## config.mk

```make
export PLATFORM = sky130hd
export DESIGN_NAME = mem_req_ctrl
export DESIGN_NICKNAME = d
export VERILOG_FILES = /design/src/rtl/mem_req_pkg.sv /design/src/rtl/mem_req_ctrl_sat_counter.sv /design/src/rtl/mem_req_ctrl.sv
export SDC_FILE = /design/constraint.sdc
export NUM_CORES = 1
export LEC_CHECK = 0
export CORE_ASPECT_RATIO = 1.4
export CORE_MARGIN = 5
export CORE_UTILIZATION = 46
export CTS_BUF_LIST = sky130_fd_sc_hd__clkbuf_4 sky130_fd_sc_hd__clkbuf_8
export DETAILED_ROUTE_END_ITERATION = 10
export PLACE_DENSITY = 0.83
export SKIP_LAST_GASP = 1
export SLEW_MARGIN = 30
export SYNTH_ARGS = -nofsm -noshare
export SYNTH_HDL_FRONTEND = slang
export SYNTH_SLANG_ARGS = --single-unit
```

## constraint.sdc

```tcl
create_clock -name clk -period 2.75 [get_ports clk]
set_clock_uncertainty 0.1 [all_clocks]
set_input_delay 0.4125 -clock clk [delete_from_list [all_inputs] [get_ports clk]]
set_output_delay 0.4125 -clock clk [all_outputs]
set_load 0.005 [all_outputs]
```

## src/rtl/mem_req_pkg.sv

```systemverilog
// rtl/mem_req_pkg.sv - shared state encodings and default sizing for mem_req_ctrl
//
// Purpose: one place for the controller FSM encoding and default parameters.
// Ports: none (package).
package mem_req_pkg;

  typedef enum logic [2:0] {
    ST_IDLE  = 3'd0,
    ST_ISSUE = 3'd1,
    ST_WAIT  = 3'd2,
    ST_RESP  = 3'd3,
    ST_ERR   = 3'd7
  } state_t;

  localparam int DEF_TIMEOUT = 64;
  localparam int DEF_CNT_W   = 16;

endpackage

```

## src/rtl/mem_req_ctrl_sat_counter.sv

```systemverilog
// rtl/mem_req_ctrl_sat_counter.sv - saturating up-counter with synchronous clear
//
// Purpose: counts enabled cycles and sticks at all-ones instead of wrapping.
// Ports:
//   clk   - clock
//   clr   - synchronous clear (highest priority)
//   inc   - increment enable
//   count - current value, W bits
module sat_counter #(
  parameter int W = 16
) (
  input  logic         clk,
  input  logic         clr,
  input  logic         inc,
  output logic [W-1:0] count
);

  always_ff @(posedge clk) begin
    if (clr) begin
      count <= '0;
    end else if (inc && (count != {W{1'b1}})) begin
      count <= count + W'(1);
    end
  end

endmodule

```

## src/rtl/mem_req_ctrl.sv

```systemverilog
// rtl/mem_req_ctrl.sv - pipeline-to-mem_system request adapter with error and hit statistics
//
// Purpose: accepts one load/store, issues a single Rd/Wr pulse, waits for Done,
// returns registered read data and stalls the pipeline meanwhile. Misaligned
// addresses, hung transactions and mem_err park the block in a sticky ERR state.
// Ports:
//   clk, rst                         - clock, synchronous active-high reset
//   req_valid/req_wr/req_addr/req_wdata - pipeline request
//   stall_out                        - pipeline hold (combinational)
//   resp_valid/resp_rdata            - one-cycle completion pulse and load data
//   err                              - sticky error flag
//   mem_Addr/mem_DataIn/mem_Rd/mem_Wr - request side of mem_system
//   mem_DataOut/mem_Done/mem_Stall/mem_CacheHit/mem_err - response side of mem_system
//   hit_count/access_count           - saturating statistics
module mem_req_ctrl
  import mem_req_pkg::*;
#(
  parameter int TIMEOUT = DEF_TIMEOUT,
  parameter int CNT_W   = DEF_CNT_W
) (
  input  logic             clk,
  input  logic             rst,
  input  logic             req_valid,
  input  logic             req_wr,
  input  logic [15:0]      req_addr,
  input  logic [15:0]      req_wdata,
  output logic             stall_out,
  output logic             resp_valid,
  output logic [15:0]      resp_rdata,
  output logic             err,
  output logic [15:0]      mem_Addr,
  output logic [15:0]      mem_DataIn,
  output logic             mem_Rd,
  output logic             mem_Wr,
  input  logic [15:0]      mem_DataOut,
  input  logic             mem_Done,
  input  logic             mem_Stall,
  input  logic             mem_CacheHit,
  input  logic             mem_err,
  output logic [CNT_W-1:0] hit_count,
  output logic [CNT_W-1:0] access_count
);

  localparam int TW = $clog2(TIMEOUT) + 1;
  // The error fires on the cycle the counter steps onto TIMEOUT-1, so the
  // compare looks one value ahead.
  localparam logic [TW-1:0] T_LAST = TW'(TIMEOUT - 2);

  state_t        state;
  logic [15:0]   addr_q;
  logic [15:0]   wdata_q;
  logic          wr_q;
  logic [TW-1:0] tcnt;
  logic          done_ok;
  logic          unused_stall;

  // mem_Stall is advisory only; Done alone moves the FSM.
  assign unused_stall = mem_Stall;

  assign mem_Addr   = addr_q;
  assign mem_DataIn = wdata_q;

  assign stall_out = ((state != ST_IDLE) && (state != ST_RESP)) ||
                     ((state == ST_IDLE) && req_valid);

  // A completion that coincides with mem_err is not a completion.
  assign done_ok = (state == ST_WAIT) && mem_Done && !mem_err;

  always_ff @(posedge clk) begin
    if (rst) begin
      state      <= ST_IDLE;
      addr_q     <= '0;
      wdata_q    <= '0;
      wr_q       <= 1'b0;
      tcnt       <= '0;
      mem_Rd     <= 1'b0;
      mem_Wr     <= 1'b0;
      resp_valid <= 1'b0;
      resp_rdata <= '0;
      err        <= 1'b0;
    end else begin
      mem_Rd     <= 1'b0;
      mem_Wr     <= 1'b0;
      resp_valid <= 1'b0;
      if ((state != ST_IDLE) && mem_err) begin
        state <= ST_ERR;
        err   <= 1'b1;
      end else begin
        unique case (state)
          ST_IDLE: begin
            if (req_valid) begin
              if (req_addr[0]) begin
                state <= ST_ERR;
                err   <= 1'b1;
              end else begin
                addr_q  <= req_addr;
                wdata_q <= req_wdata;
                wr_q    <= req_wr;
                // Pulse is registered here so it is high exactly in ISSUE.
                mem_Rd  <= !req_wr;
                mem_Wr  <= req_wr;
                state   <= ST_ISSUE;
              end
            end
          end
          ST_ISSUE: begin
            tcnt  <= '0;
            state <= ST_WAIT;
          end
          ST_WAIT: begin
            if (mem_Done) begin
              resp_rdata <= wr_q ? 16'h0000 : mem_DataOut;
              resp_valid <= 1'b1;
              state      <= ST_RESP;
            end else if (tcnt == T_LAST) begin
              tcnt  <= tcnt + TW'(1);
              err   <= 1'b1;
              state <= ST_ERR;
            end else begin
              tcnt <= tcnt + TW'(1);
            end
          end
          ST_RESP: begin
            state <= ST_IDLE;
          end
          ST_ERR: begin
            state <= ST_ERR;
          end
          default: begin
            state <= ST_ERR;
            err   <= 1'b1;
          end
        endcase
      end
    end
  end

  sat_counter #(.W(CNT_W)) u_access_cnt (
    .clk   (clk),
    .clr   (rst),
    .inc   (done_ok),
    .count (access_count)
  );

  sat_counter #(.W(CNT_W)) u_hit_cnt (
    .clk   (clk),
    .clr   (rst),
    .inc   (done_ok && mem_CacheHit),
    .count (hit_count)
  );

endmodule

```

**Word level (Yosys, flattened, before mapping)**

Index checks and enable logic that the tools add are counted.

- Flip-flop bits (word level): 94
- Bits in latches: 0
- Bits in writable memories: 0
- ROM bits: 0
- Input port bits: 56
- Output and inout bits: 85
- Logic and storage cells: 73
- Memories kept: 0

- Add/sub/neg operators: 3
- Multiply operators: 0
- Divide/modulo/power cells: 0
- Order comparisons: 0
- Eq/ne operators: 15
- Shift-type cells: 0
- Multiplexer cells: 16
- Bitwise operators: 5
- Reduce and logical (&&, ||, !) cells: 22

Operators by type and width:

| kind | count |
|---|---|
| $add 16x1->16 const B | 2 |
| $ne 16x16->1 const B | 2 |
| $mux 16 | 1 |
| $mux 3 | 5 |
| $pmux 7 s2 | 1 |
| $ne 3x2->1 const B | 4 |
| $pmux 3 s4 | 1 |
| $logic_and 1x1->1 | 8 |
| $add 7x1->7 const B | 1 |
| $eq 7x6->1 const B | 1 |
| $mux 7 | 1 |
| $eq 3x2->1 const B | 2 |
| $mux 1 | 6 |
| $reduce_and 3->1 | 2 |
| $reduce_or 3->1 | 2 |
| $not 1->1 | 5 |
| $reduce_and 5->1 | 1 |
| $reduce_or 5->1 | 1 |
| $ne 4x2->1 const B | 1 |
| $reduce_and 4->1 | 1 |
| $eq 3x1->1 const B | 1 |
| $eq 3x3->1 const B | 1 |
| $logic_not 3->1 | 1 |
| $ne 3x1->1 const B | 1 |
| 8 further kinds | 9 |

**Logic depth before layout (Yosys ltp)**

- Word-level depth: 5
- Depth in mapped cells: 7
- Gate-level depth less buffers: 6

**Hierarchy**

From an unflattened synthesis, not the netlist that was laid out.

- Cells, all modules: 426
- Area total of the unflattened synthesis: 4001.3 sq um

Modules (own cells, without submodules):

| module | instances | cells an instance | area each (sq um) | sequential area each (sq um) |
|---|---|---|---|---|
| mem_req_ctrl | 1 | 228 | 2304.7 | 1241.2 |
| sat_counter | 2 | 99 | 848.3 | 320.3 |

**Worst setup path after synthesis**

Ideal clock, no wire load.

- Path kind: register to register
- Start point: register u_access_cnt.count[0]
- End point: register u_access_cnt.count[9]
- Library setup time: 121 ps
- Arrival: 2149 ps
- Data required time: 2529 ps
- Path slack: 380 ps
- Cell stages (with the launch flop): 7
- Path buffers: 0
- Period minus slack after synthesis: 2370 ps
- Cells stage by stage: dfxtp_1 ha_1 nand4_1 nor4_1 nor2_1 nand4_1 mux2_2

- Word-level cells in the longest chain between the ends: 2
- Elaborated cells on any way between the ends: 3
- Those cells by class: add/sub (1); eq/ne (1); reduce/logical (1)

Ends and longest elaborated chain:

| element | RTL line | RTL |
|---|---|---|
| start: declaration | mem_req_ctrl_sat_counter.sv:15 | `output logic [W-1:0] count` |
| start signal: assignment | mem_req_ctrl_sat_counter.sv:22 | `count <= count + W'(1);` |
| branches (longest 2 deep; another with $add 16x1->16) | - |  |

Several ways; the timed one is not identified.
A chain may end at the register's enable or synchronous reset.

**Worst setup path in the final report**

- Start point: input port req_valid
- End point: output port stall_out

- Word-level cells in the longest chain between the ends: 2

Ends and longest elaborated chain:

| element | RTL line | RTL |
|---|---|---|
| start: declaration | mem_req_ctrl.sv:23 | `input logic req_valid,` |
| $logic_and 1x1->1 | mem_req_ctrl.sv:64 | `((state == ST_IDLE) && req_valid);` |
| $logic_or 1x1->1 | mem_req_ctrl.sv:63 | `assign stall_out = ((state != ST_IDLE) && (state != ST_RESP)) \|\|` |
| end: declaration | mem_req_ctrl.sv:27 | `output logic stall_out,` |

No other way between the ends.

==> metrics.md <==
| Metric | Value |
|---|---|
| Status | completed |
| Power Density | 477 nW/µm² |
| Maximum clock frequency | 0.420 GHz |
| Post-Syn Nets | 496 |
| Core region area | 8100 µm² |
| Register area | 1880 µm² |
| Grt ovf | 0 |
| # nets final | 634 |
| Clock Sinks | 94 |
| # rows | 39 |
| Tcrit/Tclk final | 0.865 |
| Most common cell in the synthesized netlist | dfxtp_1 |
| CP Data Required Time | 2240 ps |
| Initial Util | 0.466 |
| Area leader, netlist | dfxtp_1 |
| Synth-to-layout area growth | 45.3% |
| Leading register cell type out of synthesis | dfxtp_1 |
| Antenna cells | 0 |
| Startpoint types | input pin |
| Final-report max-slew violation count | 0 |
| Number of global-route vias before repair | 3,526 |
| Arr. time, crit path | 1870 ps |
| Crit Path Class | input pin to primary output |
| Period minus WS final | 2380 ps |
| Die H | 117 µm |
| Die W | 86.6 µm |
| Root Driver | clkbuf_8 |
| Post-synthesis instance total | 436 |
| Worst-path maximum fanout | 4 |
| Setup_tns | 0 ps |
| Die Area | 10,100 µm² |
| Post-CTS sizing | 0 |
| Clk Latency, worst-skew pair | 350 ps |
| Detailed-route DRC error count | 0 |
| Area of the multi-input gates | 1770 µm² |
| DRT Pass-1 Iters | 6 |
| Flops & latches, synth | 94 |
| Via count | 3,555 |
| Initial antenna violation count | 0 |
| Max VDD drop | 0.000456 V |
| Initial DRC count | 154 |
| Share of cells above drive strength 1 | 0.0622 |
| Setup bufs post-CTS | 0 |
| PnR worst setup slack | 371 ps |
| Mapped Area | 3770 µm² |
| Port Buffer Count | 138 |
| Total CTS buffers | 9 |
| Reg clk slew, reported paths | 90 ps |
| Synth unique cells | 45 |
| Sequential fraction of the synthesis area | 0.499 |
| Final Hold Fails | 0 |
| Synth top area cells | dfxtp_1 50%, nand2_1 8.5%, a21oi_1 5.3% |
| Slew margin rel. | 0.531 |
| IO Pins | 141 |
| Post-synth ARST share | 0 |
| Ys Warns | 0 |
| Final setup violation count | 0 |
| Synth top cells by count | 94 x dfxtp_1, 85 x nand2_1, 41 x nor2_1 |
| HPWL Detailed | 7280 µm |
| Detail Route Antenna Nets | 0 |
| Largest net degree at the start of global routing | 34 |
| Vias per inst | 5.22 |
| Drt wl/cell | 14.2 µm |
| Max Cap Viol | 0 |
| CTS tree | done |
| RSZ-0062 raised after global routing | no |
| Fillcell total | 650 |
| Hold Path Class | input pin to register |
| RD Place Congestion | 0.847 |
| Hold Buf Count CTS | 0 |
| H-tree depth | 3 |
| EDFF count, synth | 0 |
| Post-synth top area share | 0.499 |
| Actual transition at the worst max-transition pin | 703 ps |
| Leakage | 0.00195 µW |
| Final WL | 9660 µm |
| First-pass GRT wire length | 15,800 µm |
| Place WS | 114 ps |
| Synthesized area per cell | 8.66 µm² |
| Clk buf depth | 2 |
| GRT Overall Usage | 0.193 |
| CP endpoint kind | primary output |
per-layer routing:
metal / vias up / global-route usage / routed length (µm)
li1: 1780 / - / -
met1: 1651 / 0.207 / 3930
met2: 113 / 0.352 / 4820
met3: 11 / 0.0581 / 777
met4: 0 / 0.0728 / 131
met5: - / 0 / 0
worst max-delay path, stage by stage:
cell             delay, ps
clkdlybuf4s50_1        460
or3_1                  360
a21o_1                 170
clkdlybuf4s50_1        460
report_power, final:
group	internal (µW)	leakage [µW]	switching [µW]	total (µW)
Clock	477	0.000108	453	930
Combinational	156	0.00108	106	263
Sequential	1390	0.000760	28.1	1420
layout by cell type, fill, tap and decap left out, drive strengths merged, types with 3 or more instances in the layout:
cell             n
a22o            17
nor2b            3
ha               4
xnor2           12
nor2            41
inv              7
nand4           14
or3              3
nor4             6
nand3           16
and2             3
or4              3
nand2           85
and3             6
dfxtp           94
o21ai            3
clkbuf          13
nand4b           4
xor2            16
nor3            10
clkdlybuf4s50  137
a21oi           40
buf             14
flip-flops by register name (all words and copies together) (netlist names):
signal	flops
u_hit_cnt.count	16
wr_q	1
tcnt	7
resp_rdata	16
u_access_cnt.count	16
mem_Wr	1
mem_DataIn	16
mem_Rd	1
state	3
resp_valid	1
mem_Addr	15
err	1
path summary, 6_finish.rpt:
kind	slack, ps	to	depth (start not counted)	from
worst max-delay path	370	stall_out	4	req_valid
worst min-delay path	330	u_hit_cnt.count[0]$_SDFFE_PP0P_	2	rst
worst max register to register	520	u_hit_cnt.count[13]$_SDFFE_PP0P_	5	state[1]$_SDFFE_PP0P_
worst min register to register	360	mem_DataIn[5]$_SDFFE_PP0P_	2	mem_DataIn[5]$_SDFFE_PP0P_
metrics by stage:
step	hold slack (ps)	util	power [µW]	instances	area (µm²)
finish	332	0.677	2610	681	5480
global route	349	0.677	2730	681	5480
CTS	326	0.677	2640	681	5480
detailed placement	346	0.652	1720	665	5280
global placement	341	0.651	1710	665	5280
floorplan	337	-	1560	436	3770
cell type report:
class,instances,area share
Inverter,7,0.00479
Sequential cell,94,0.343
Clock inverter,3,0.00799
Multi-Input combinational cell,311,0.323
Clock buffer,13,0.0292
Tap cell,102,0.0233
Timing Repair Buffer,151,0.269
kinds of logic after synthesis:
logic type               share of synthesized area
other                                     0.000993
AND/OR/NAND/NOR                              0.255
flip-flops                                   0.499
adder cells (fa/ha/maj)                     0.0133
buffers and inverters                       0.0348
multiplexers                               0.00829
AO/OA/AOI/OAI                                0.124
XOR/XNOR                                    0.0650
Power figures use the tool's default switching activity.
